--- src/rtl/platform_scan_scheduler.sv ---
// Per-frame platform collision scheduler: walks the platform table one slot per cycle,
// keeps the highest-index landing match as the new ground and resolves the landing decision.
module platform_scan_scheduler #(
  parameter int N_PLATFORMS = 93,
  parameter int DOODLE_H    = 80,
  parameter int HIT_DEPTH   = 30,
  parameter int X_LEFT      = 61,
  parameter int X_RIGHT     = 80,
  parameter int FLOOR_Y     = 767
) (
  input  logic        clk,
  input  logic        rst,
  input  logic        frame_start,
  input  logic [10:0] doodle_x,
  input  logic [9:0]  doodle_y,
  input  logic        doodle_fall_direction,
  output logic        plat_rd,
  output logic [6:0]  plat_addr,
  input  logic [21:0] plat_data,
  input  logic        plat_active,
  output logic        busy,
  output logic        done,
  output logic        doodle_collision,
  output logic [9:0]  ground_y,
  output logic [10:0] ground_x
);

  typedef enum logic [1:0] {
    IDLE    = 2'd0,
    SCAN    = 2'd1,
    DRAIN   = 2'd2,
    RESOLVE = 2'd3
  } state_t;

  localparam logic signed [12:0] H_C     = 13'(DOODLE_H);
  localparam logic signed [12:0] DEPTH_C = 13'(HIT_DEPTH);
  localparam logic signed [12:0] XL_C    = 13'(X_LEFT);
  localparam logic signed [12:0] XR_C    = 13'(X_RIGHT);
  localparam logic signed [12:0] FLOOR_C = 13'(FLOOR_Y);
  localparam logic [6:0]         LAST_C  = 7'(N_PLATFORMS - 1);

  state_t      state_q, state_d;
  logic [6:0]  addr_q, addr_d;
  logic        rd_q, busy_q, done_q, coll_q;
  logic [9:0]  gy_q;
  logic [10:0] gx_q;
  logic [10:0] dx_q;
  logic [9:0]  dy_q;
  logic        fall_q;
  logic        cap_vld_q, cap_act_q;
  logic [10:0] cap_x_q, cap_y_q;
  logic        pend_vld_q;
  logic [10:0] pend_x_q, pend_y_q;

  logic signed [12:0] dx13_s, feet13_s, px13_s, py13_s, gx13_s, gy13_s;
  logic        match_s, fin_vld_s, coll_s;
  logic [10:0] fin_x_s, fin_y_s, new_gx_s;
  logic [9:0]  new_gy_s;

  // Slot match on the captured read, and the ground/collision that DRAIN commits.
  always_comb begin
    dx13_s   = $signed({2'b00, dx_q});
    feet13_s = $signed({3'b000, dy_q}) + H_C;
    px13_s   = $signed({{2{cap_x_q[10]}}, cap_x_q});
    py13_s   = $signed({{2{cap_y_q[10]}}, cap_y_q});
    match_s  = cap_vld_q && cap_act_q && fall_q &&
               (py13_s <= feet13_s) && (feet13_s <= py13_s + DEPTH_C) &&
               (px13_s - XL_C <= dx13_s) && (dx13_s <= px13_s + XR_C);
    if (match_s) begin
      fin_x_s = cap_x_q;
      fin_y_s = cap_y_q;
    end else begin
      fin_x_s = pend_x_q;
      fin_y_s = pend_y_q;
    end
    fin_vld_s = pend_vld_q | match_s;
    if (fin_vld_s) begin
      new_gy_s = fin_y_s[9:0];
      new_gx_s = fin_x_s;
    end else begin
      new_gy_s = gy_q;
      new_gx_s = gx_q;
    end
    // ground_y is an unsigned screen row, so it is zero-extended for the floor test.
    gy13_s = $signed({3'b000, new_gy_s});
    gx13_s = $signed({{2{new_gx_s[10]}}, new_gx_s});
    coll_s = fall_q && (gy13_s <= feet13_s) && (feet13_s <= gy13_s + DEPTH_C) &&
             (((gx13_s - XL_C <= dx13_s) && (dx13_s <= gx13_s + XR_C)) ||
              (gy13_s >= FLOOR_C));
  end

  // Next-state and read-address sequencing.
  always_comb begin
    state_d = state_q;
    addr_d  = addr_q;
    case (state_q)
      IDLE: begin
        if (frame_start) begin
          state_d = SCAN;
          addr_d  = 7'd0;
        end else begin
          state_d = IDLE;
        end
      end
      SCAN: begin
        if (addr_q == LAST_C) begin
          state_d = DRAIN;
          addr_d  = 7'd0;
        end else begin
          addr_d = addr_q + 7'd1;
        end
      end
      DRAIN:   state_d = RESOLVE;
      RESOLVE: state_d = IDLE;
      default: state_d = IDLE;
    endcase
  end

  // State, snapshot, read pipeline and result registers.
  always_ff @(posedge clk) begin
    if (!rst) begin
      state_q    <= IDLE;
      addr_q     <= 7'd0;
      rd_q       <= 1'b0;
      busy_q     <= 1'b0;
      done_q     <= 1'b0;
      coll_q     <= 1'b0;
      gy_q       <= 10'(FLOOR_Y);
      gx_q       <= 11'd0;
      dx_q       <= 11'd0;
      dy_q       <= 10'd0;
      fall_q     <= 1'b0;
      cap_vld_q  <= 1'b0;
      cap_act_q  <= 1'b0;
      cap_x_q    <= 11'd0;
      cap_y_q    <= 11'd0;
      pend_vld_q <= 1'b0;
      pend_x_q   <= 11'd0;
      pend_y_q   <= 11'd0;
    end else begin
      state_q   <= state_d;
      addr_q    <= addr_d;
      rd_q      <= (state_d == SCAN);
      busy_q    <= (state_d != IDLE);
      done_q    <= (state_q == DRAIN);
      cap_vld_q <= (state_q == SCAN);
      if (state_q == SCAN) begin
        cap_act_q <= plat_active;
        cap_x_q   <= plat_data[21:11];
        cap_y_q   <= plat_data[10:0];
      end
      if (state_q == IDLE && frame_start) begin
        dx_q       <= doodle_x;
        dy_q       <= doodle_y;
        fall_q     <= doodle_fall_direction;
        pend_vld_q <= 1'b0;
      end else if (match_s) begin
        pend_vld_q <= 1'b1;
        pend_x_q   <= cap_x_q;
        pend_y_q   <= cap_y_q;
      end
      if (state_q == DRAIN) begin
        gy_q   <= new_gy_s;
        gx_q   <= new_gx_s;
        coll_q <= coll_s;
      end
    end
  end

  assign plat_rd          = rd_q;
  assign plat_addr        = addr_q;
  assign busy             = busy_q;
  assign done             = done_q;
  assign doodle_collision = coll_q;
  assign ground_y         = gy_q;
  assign ground_x         = gx_q;

endmodule

--- config.mk ---
export PLATFORM = sky130hd
export DESIGN_NAME = platform_scan_scheduler
export DESIGN_NICKNAME = d
export VERILOG_FILES = /design/src/rtl/platform_scan_scheduler.sv
export SDC_FILE = /design/constraint.sdc
export NUM_CORES = 1
export LEC_CHECK = 0
export BUFFER_PORTS_ARGS = -buffer_cell sky130_fd_sc_hd__buf_4
export CAP_MARGIN = 40
export CORE_ASPECT_RATIO = 1.2
export CORE_UTILIZATION = 30
export CTS_CLUSTER_DIAMETER = 150
export DETAILED_ROUTE_END_ITERATION = 10
export HOLD_SLACK_MARGIN = 0.02
export PLACE_DENSITY = 0.51
export SETUP_SLACK_MARGIN = 0.1
export SLEW_MARGIN = 15
export SYNTH_ARGS = -nofsm -noshare
export SYNTH_HDL_FRONTEND = slang
export SYNTH_SLANG_ARGS = --single-unit
--- constraint.sdc ---
create_clock -name clk -period 14.6 [get_ports clk]
set_clock_uncertainty 0.05 [all_clocks]
set_input_delay 1.46 -clock clk [delete_from_list [all_inputs] [get_ports clk]]
set_output_delay 1.46 -clock clk [all_outputs]
set_load 0.05 [all_outputs]
Word level (Yosys, flattened, before mapping)
Index checks and enable logic that the tools add are counted.
Widths: inputs -> output; s select.
{ "totals": {"ram_bits": 0, "latchBits": 0, "out_inout_bits": 32, "n_memories": 0, "elab_cells": 70, "romBits": 0, "in_bits": 48, "register_bits": 102} }
{ "classes": {"n_mux": 10, "mul": 0, "bitwise": 2, "n_eq_ne": 6, "n_addsub": 8, "n_div": 0, "n_reduce_logical": 17, "n_shift": 0, "n_lt_le_gt_ge": 9} }
{ "op_table": {"columns": ["cell", "n"], "rows": [
  ["$le 12x12->1", 5],
  ["$add 11x8->12 const B", 2],
  ["$sub 11x7->12 const B", 2],
  ["$mux 11", 2],
  ["$mux 10", 2],
  ["$mux 7", 2],
  ["$pmux 7 s2", 1],
  ["$add 11x6->12 const B", 1],
  ["$le 11x12->1", 1],
  ["$add 10x5->11 const B", 1],
  ["$add 10x7->11 const B", 1],
  ["$le 10x11->1", 1],
  ["$le 11x11->1", 1],
  ["$logic_and 1x1->1", 11],
  ["$ge 10x10->1 const B", 1],
  ["$pmux 2 s4", 1],
  ["$add 7x1->7 const B", 1],
  ["$eq 7x7->1 const B", 1],
  ["$eq 2x1->1 const B", 2],
  ["$eq 2x2->1 const B", 2],
  ["$reduce_bool 2->1", 2],
  ["$logic_not 2->1", 1],
  ["$mux 2", 1],
  ["$ne 2x2->1 const B", 1],
  ["6 further kinds", 6]
]} }

Longest topological paths before layout
{ "logic_depth": {"depth_word": 13, "mapped_depth": 30} }

Worst setup path before layout
No wires, ideal clock.
{ "synth_timing": {"path_kind": "register to register", "startpoint": "register cap_x_q[0]", "endpoint": "register coll_q (netlist: doodle_collision)", "stages_incl_launch_ff": 30, "required_time_ns": 14.463, "path_slack_ns": 8.987, "arrival_time_ns": 5.476, "setup_ns": 0.087, "n_path_buf": 1, "cell_sequence": "dfxtp_1 -> inv_1 -> ha_1 -> nor3_1 -> nand2_1 -> nand2_1 -> xnor2_1 -> ha_1 -> a21o_1 -> a211oi_1 -> o21ai_0 -> o211ai_1 -> o2111ai_1 -> nor2_8 -> buf_2 -> mux2i_1 -> inv_1 -> ha_1 -> nand2b_1 -> o21ai_0 -> xor2_1 -> ha_1 -> nand4_1 -> or2_2 -> nor4_1 -> a41o_1 -> a211oi_1 -> mux2_2 -> a2bb2oi_1 -> o31ai_1"} }
{ "synth_between": {"elab_chain_cells": 11, "word_cells_on_any_way": 24, "classes_between": "add/sub (5); order compare (7); mux (4); bitwise (1); reduce/logical (7)"} }
{ "synth_rtl": {"columns": ["item", "line", "source"], "rows": [
  ["start, declared", "51", "logic [10:0] cap_x_q, cap_y_q;"],
  ["start signal, assigned", "149", "cap_x_q <= plat_data[21:11];"],
  ["$sub 11x7->12", "68", "(px13_s - XL_C <= dx13_s) && (dx13_s <= px13_s + XR_C);"],
  ["$le 12x12->1", "68", null],
  ["$logic_and 1x1->1", "67", "(py13_s <= feet13_s) && (feet13_s <= py13_s + DEPTH_C) &&"],
  ["$logic_and 1x1->1 *", "68", null],
  ["$mux 11 or $or 1x1->1 (tied branches)", null, null],
  ["$mux 11 *", "77", "if (fin_vld_s) begin"],
  ["net new_gx_s[4]", "57", "logic [10:0] fin_x_s, fin_y_s, new_gx_s;"],
  ["$sub 11x7->12 or $add 11x8->12 (tied branches)", "88", "(((gx13_s - XL_C <= dx13_s) && (dx13_s <= gx13_s + XR_C)) ||"],
  ["$le 12x12->1", "88", null],
  ["$logic_and 1x1->1 *", "88", null],
  ["$logic_or 1x1->1 *", "88", null],
  ["$logic_and 1x1->1 *", "87", "coll_s = fall_q && (gy13_s <= feet13_s) && (feet13_s <= gy13_s + DEPTH_C) &&"],
  ["end signal, assigned", "165", "coll_q <= coll_s;"],
  ["end, declared", "44", "logic rd_q, busy_q, done_q, coll_q;"]
]} }
The timed path passes the listed nets; every way through them passes the cells marked *.
A chain may end at the register's enable or synchronous reset.

Worst setup path in the final report
Ends and elaborated chain as after synthesis.

==> results_dict.tcl <==
set metrics [dict create \
    detail_route.first_pass.iterations 4 \
    grt_pass1_vias 6533 \
    ys_ff_latch 102 \
    rsz0062_at_grt "no" \
    required_ps 14830 \
    cpPeakStageDelay_ps 730 \
    max_slew_margin_pct 44.5 \
    cp_max_fo 45 \
    clock_latency_ps 370 \
    timing_worst_setup_path_type "flip-flop to flip-flop" \
    wl_per_cell_um 16.6 \
    setup_viol 0 \
    fin_crit_ps 6550 \
    worstPathArrival_ps 6790 \
    drive_gt1_share_pct 14.7 \
    cts_tree "done" \
    worst_path_most_repeated_cell "o21ai_0" \
    synthFlopType "dfxtp_1" \
    root_buffer "clkbuf_16" \
    power.density_mw_per_mm2 77.9 \
    start_kind "flip-flop" \
    place_ws_ps 8120 \
    cts_setup_buffers 0 \
    hold_viol_final 0 \
    postRouteWirelength_mm 21.9 \
    fin_crit_sh_pct 44.9 \
    clk_pin_slew_ps 80 \
    synth_edf_count 0 \
    ioPinCount 80 \
    fin_ws_ps 8050 \
    synth_warnings 0 \
    post_cts_resized 0 \
    hold_class "flip-flop to flip-flop" \
    port_buffers 79 \
    power_mw 0.675 \
    h-tree-depth 3 \
    outcome "finished clean" \
    areaGrowthSynthToFinish_pct 16.0 \
    num_rows 62 \
    first_iter_violations 327 \
    leakagePower_nw 3.46 \
    slowest_stage "nor2_8" \
    drc 0 \
    antenna_left 0 \
    final_common_cell "nand2_1" \
    min_to "cap_act_q$_SDFFE_PN0P_" \
    clk_path_buf_depth 2 \
    synth_area_mm2 0.00747 \
    gp_congestion 0.879 \
    via_count 6517 \
    track_usage_pct 17.6 \
    num_antenna_cells 0 \
    r2r-start "cap_x_q[0]$_SDFFE_PN0P_" \
    tns_ps 0 \
    die_area_mm2 0.0255 \
    worstHoldPathCells 2 \
    start_util_pct 30.9 \
    fp.coreArea_mm2 0.0242 \
    fp.dieH_um 175 \
    syn_area_per_cell_um2 7.99 \
    cts.sinks 102 \
    hold_buffers 0 \
    worst_slew_pin_slew_ps 833 \
    layout.nets 1130 \
    hpwl_mm 17.1 \
    ir_worst_vdd_mv 0.0647 \
    final_cell_mix "153 x nand2_1, 102 x dfxtp_1, 92 x ha_1" \
    hold_start "cap_act_q$_SDFFE_PN0P_" \
    reg2reg_depth 29 \
    yosysUniqueCellTypes 63 \
    maxCapViolations 0 \
    synthCells 935 \
    grt_pass1_wl_mm 35.1 \
    fill_cells 2620 \
    dieWidth_um 146 \
    reg2reg_to "doodle_collision$_SDFFE_PN0P_" \
    yosysSeqAreaShare_pct 27.3 \
    grt_overflow 0 \
    grt_max_degree 46 \
    max_freq_mhz 153 \
    maxSlewViolCount 0 \
    antenna_found_initial 0 \
    worst_setup_path_end_kind "flip-flop" \
    reg2reg_slack_ps 8050 \
    viasPerCell 4.96 \
    numCtsBuffers 9 \
    synth-async-reset-ratio_pct 0 \
    syn_nets 1075 \
]
-- synthesized netlist by cell type (2+ instances only) --
library cell | n | area (um^2)
nand2_1 | 153 | 574
dfxtp_1 | 102 | 2040
ha_1 | 92 | 1150
a21oi_1 | 82 | 410
nor2_1 | 59 | 221
inv_1 | 53 | 199
o21ai_0 | 49 | 245
mux2i_1 | 47 | 470
clkbuf_1 | 30 | 113
mux2_2 | 27 | 304
nand3_1 | 27 | 135
xor2_1 | 23 | 201
xnor2_1 | 22 | 193
nor3_1 | 16 | 80.1
and2_1 | 14 | 87.6
o211ai_1 | 14 | 105
a21o_1 | 11 | 82.6
buf_2 | 9 | 45.0
a211oi_1 | 8 | 60.1
nand4_1 | 8 | 50.1
and3_1 | 7 | 43.8
nand2b_1 | 7 | 43.8
nor2b_1 | 7 | 43.8
o21a_1 | 7 | 52.6
nand3b_1 | 4 | 30.0
nor4_1 | 4 | 25.0
buf_1 | 3 | 11.3
o21bai_1 | 3 | 22.5
o31ai_1 | 3 | 22.5
or3_1 | 3 | 18.8
a2111oi_0 | 2 | 17.5
a31oi_1 | 2 | 12.5
buf_4 | 2 | 15.0
nand4b_1 | 2 | 17.5
nor3b_1 | 2 | 15.0
o2111ai_1 | 2 | 17.5
o21ai_1 | 2 | 10.0
or2_2 | 2 | 12.5
-- where the power goes --
part | total, mW | leakage (nW) | internal, mW | switching [mW]
Combinational | 0.125 | 2.49 | 0.0550 | 0.0703
Sequential | 0.304 | 0.829 | 0.287 | 0.0171
Clock | 0.246 | 0.145 | 0.120 | 0.126
-- worst max-delay path by stage --
stage	cells after the start	startpoint	slack, ps	end
finish	29	cap_x_q[0]$_SDFFE_PN0P_	8050	doodle_collision$_SDFFE_PN0P_
global route	29	cap_x_q[0]$_SDFFE_PN0P_	7340	doodle_collision$_SDFFE_PN0P_
CTS	29	cap_x_q[0]$_SDFFE_PN0P_	8050	doodle_collision$_SDFFE_PN0P_
detailed placement	29	cap_x_q[0]$_SDFFE_PN0P_	8120	doodle_collision$_SDFFE_PN0P_
global placement	29	cap_x_q[0]$_SDFFE_PN0P_	8180	doodle_collision$_SDFFE_PN0P_
floorplan	29	cap_x_q[0]$_SDFFE_PN0P_	8990	doodle_collision$_SDFFE_PN0P_
-- registers in the layout (all words and copies together), names as in the netlist, 2 cells and up --
name / cells
dx_q: 11
ground_y: 10
dy_q: 10
state_q: 2
pend_x_q: 11
ground_x: 11
plat_addr: 7
pend_y_q: 10
cap_y_q: 11
cap_x_q: 11
-- logic make-up (layout without fill, tap and decap cells) --
family / count (synthesis) / in the layout / synth area share [%]
simple gates: 323 / 323 / 20.0
compound gates: 199 / 199 / 16.2
flops: 102 / 102 / 27.3
buf+inv: 99 / 159 / 5.22
fa+ha+maj: 92 / 92 / 15.4
mux: 75 / 75 / 10.5
xor+xnor: 45 / 45 / 5.27
-- metal layers --
metal  vias to the layer above  GRT usage (%)  share of wire [%]
met2                        86           33.3                 53
met4                         0           6.86                2.5
li1                       3367              -                  -
met5                         -              0                  0
met1                      3037           20.3                 43
met3                        27           1.49                2.1
-- area by class of cell --
type                    instances  area, um^2  area share [%]
multi-input cells             734        5050            58.3
flip-flops and latches        102        2040            23.6
repair buffers                 88         677            7.81
well taps                     320         400            4.62
clock buffers                   9         225            2.60
inverters                      55         206            2.38
clock inverters                 7        67.6           0.780
-- stage by stage --
stage / hold slack, ps / area (um^2) / cells / util, %
floorplan: 387 / 7470 / 935 / -
global placement: 398 / 8340 / 1297 / 34.5
detailed placement: 406 / 8360 / 1298 / 34.6
CTS: 418 / 8660 / 1314 / 35.8
global route: 440 / 8670 / 1315 / 35.8
finish: 415 / 8670 / 1315 / 35.8
-- critical path: cells and delay by family (launching register included) --
kind	cells	cell delay, ps
xor+xnor	2	280
mux	2	650
fa+ha+maj	4	950
simple gates	5	1430
buf+inv	2	180
compound gates	14	2420
flops	1	480
Note: power is estimated with default switching activity, not from simulation.
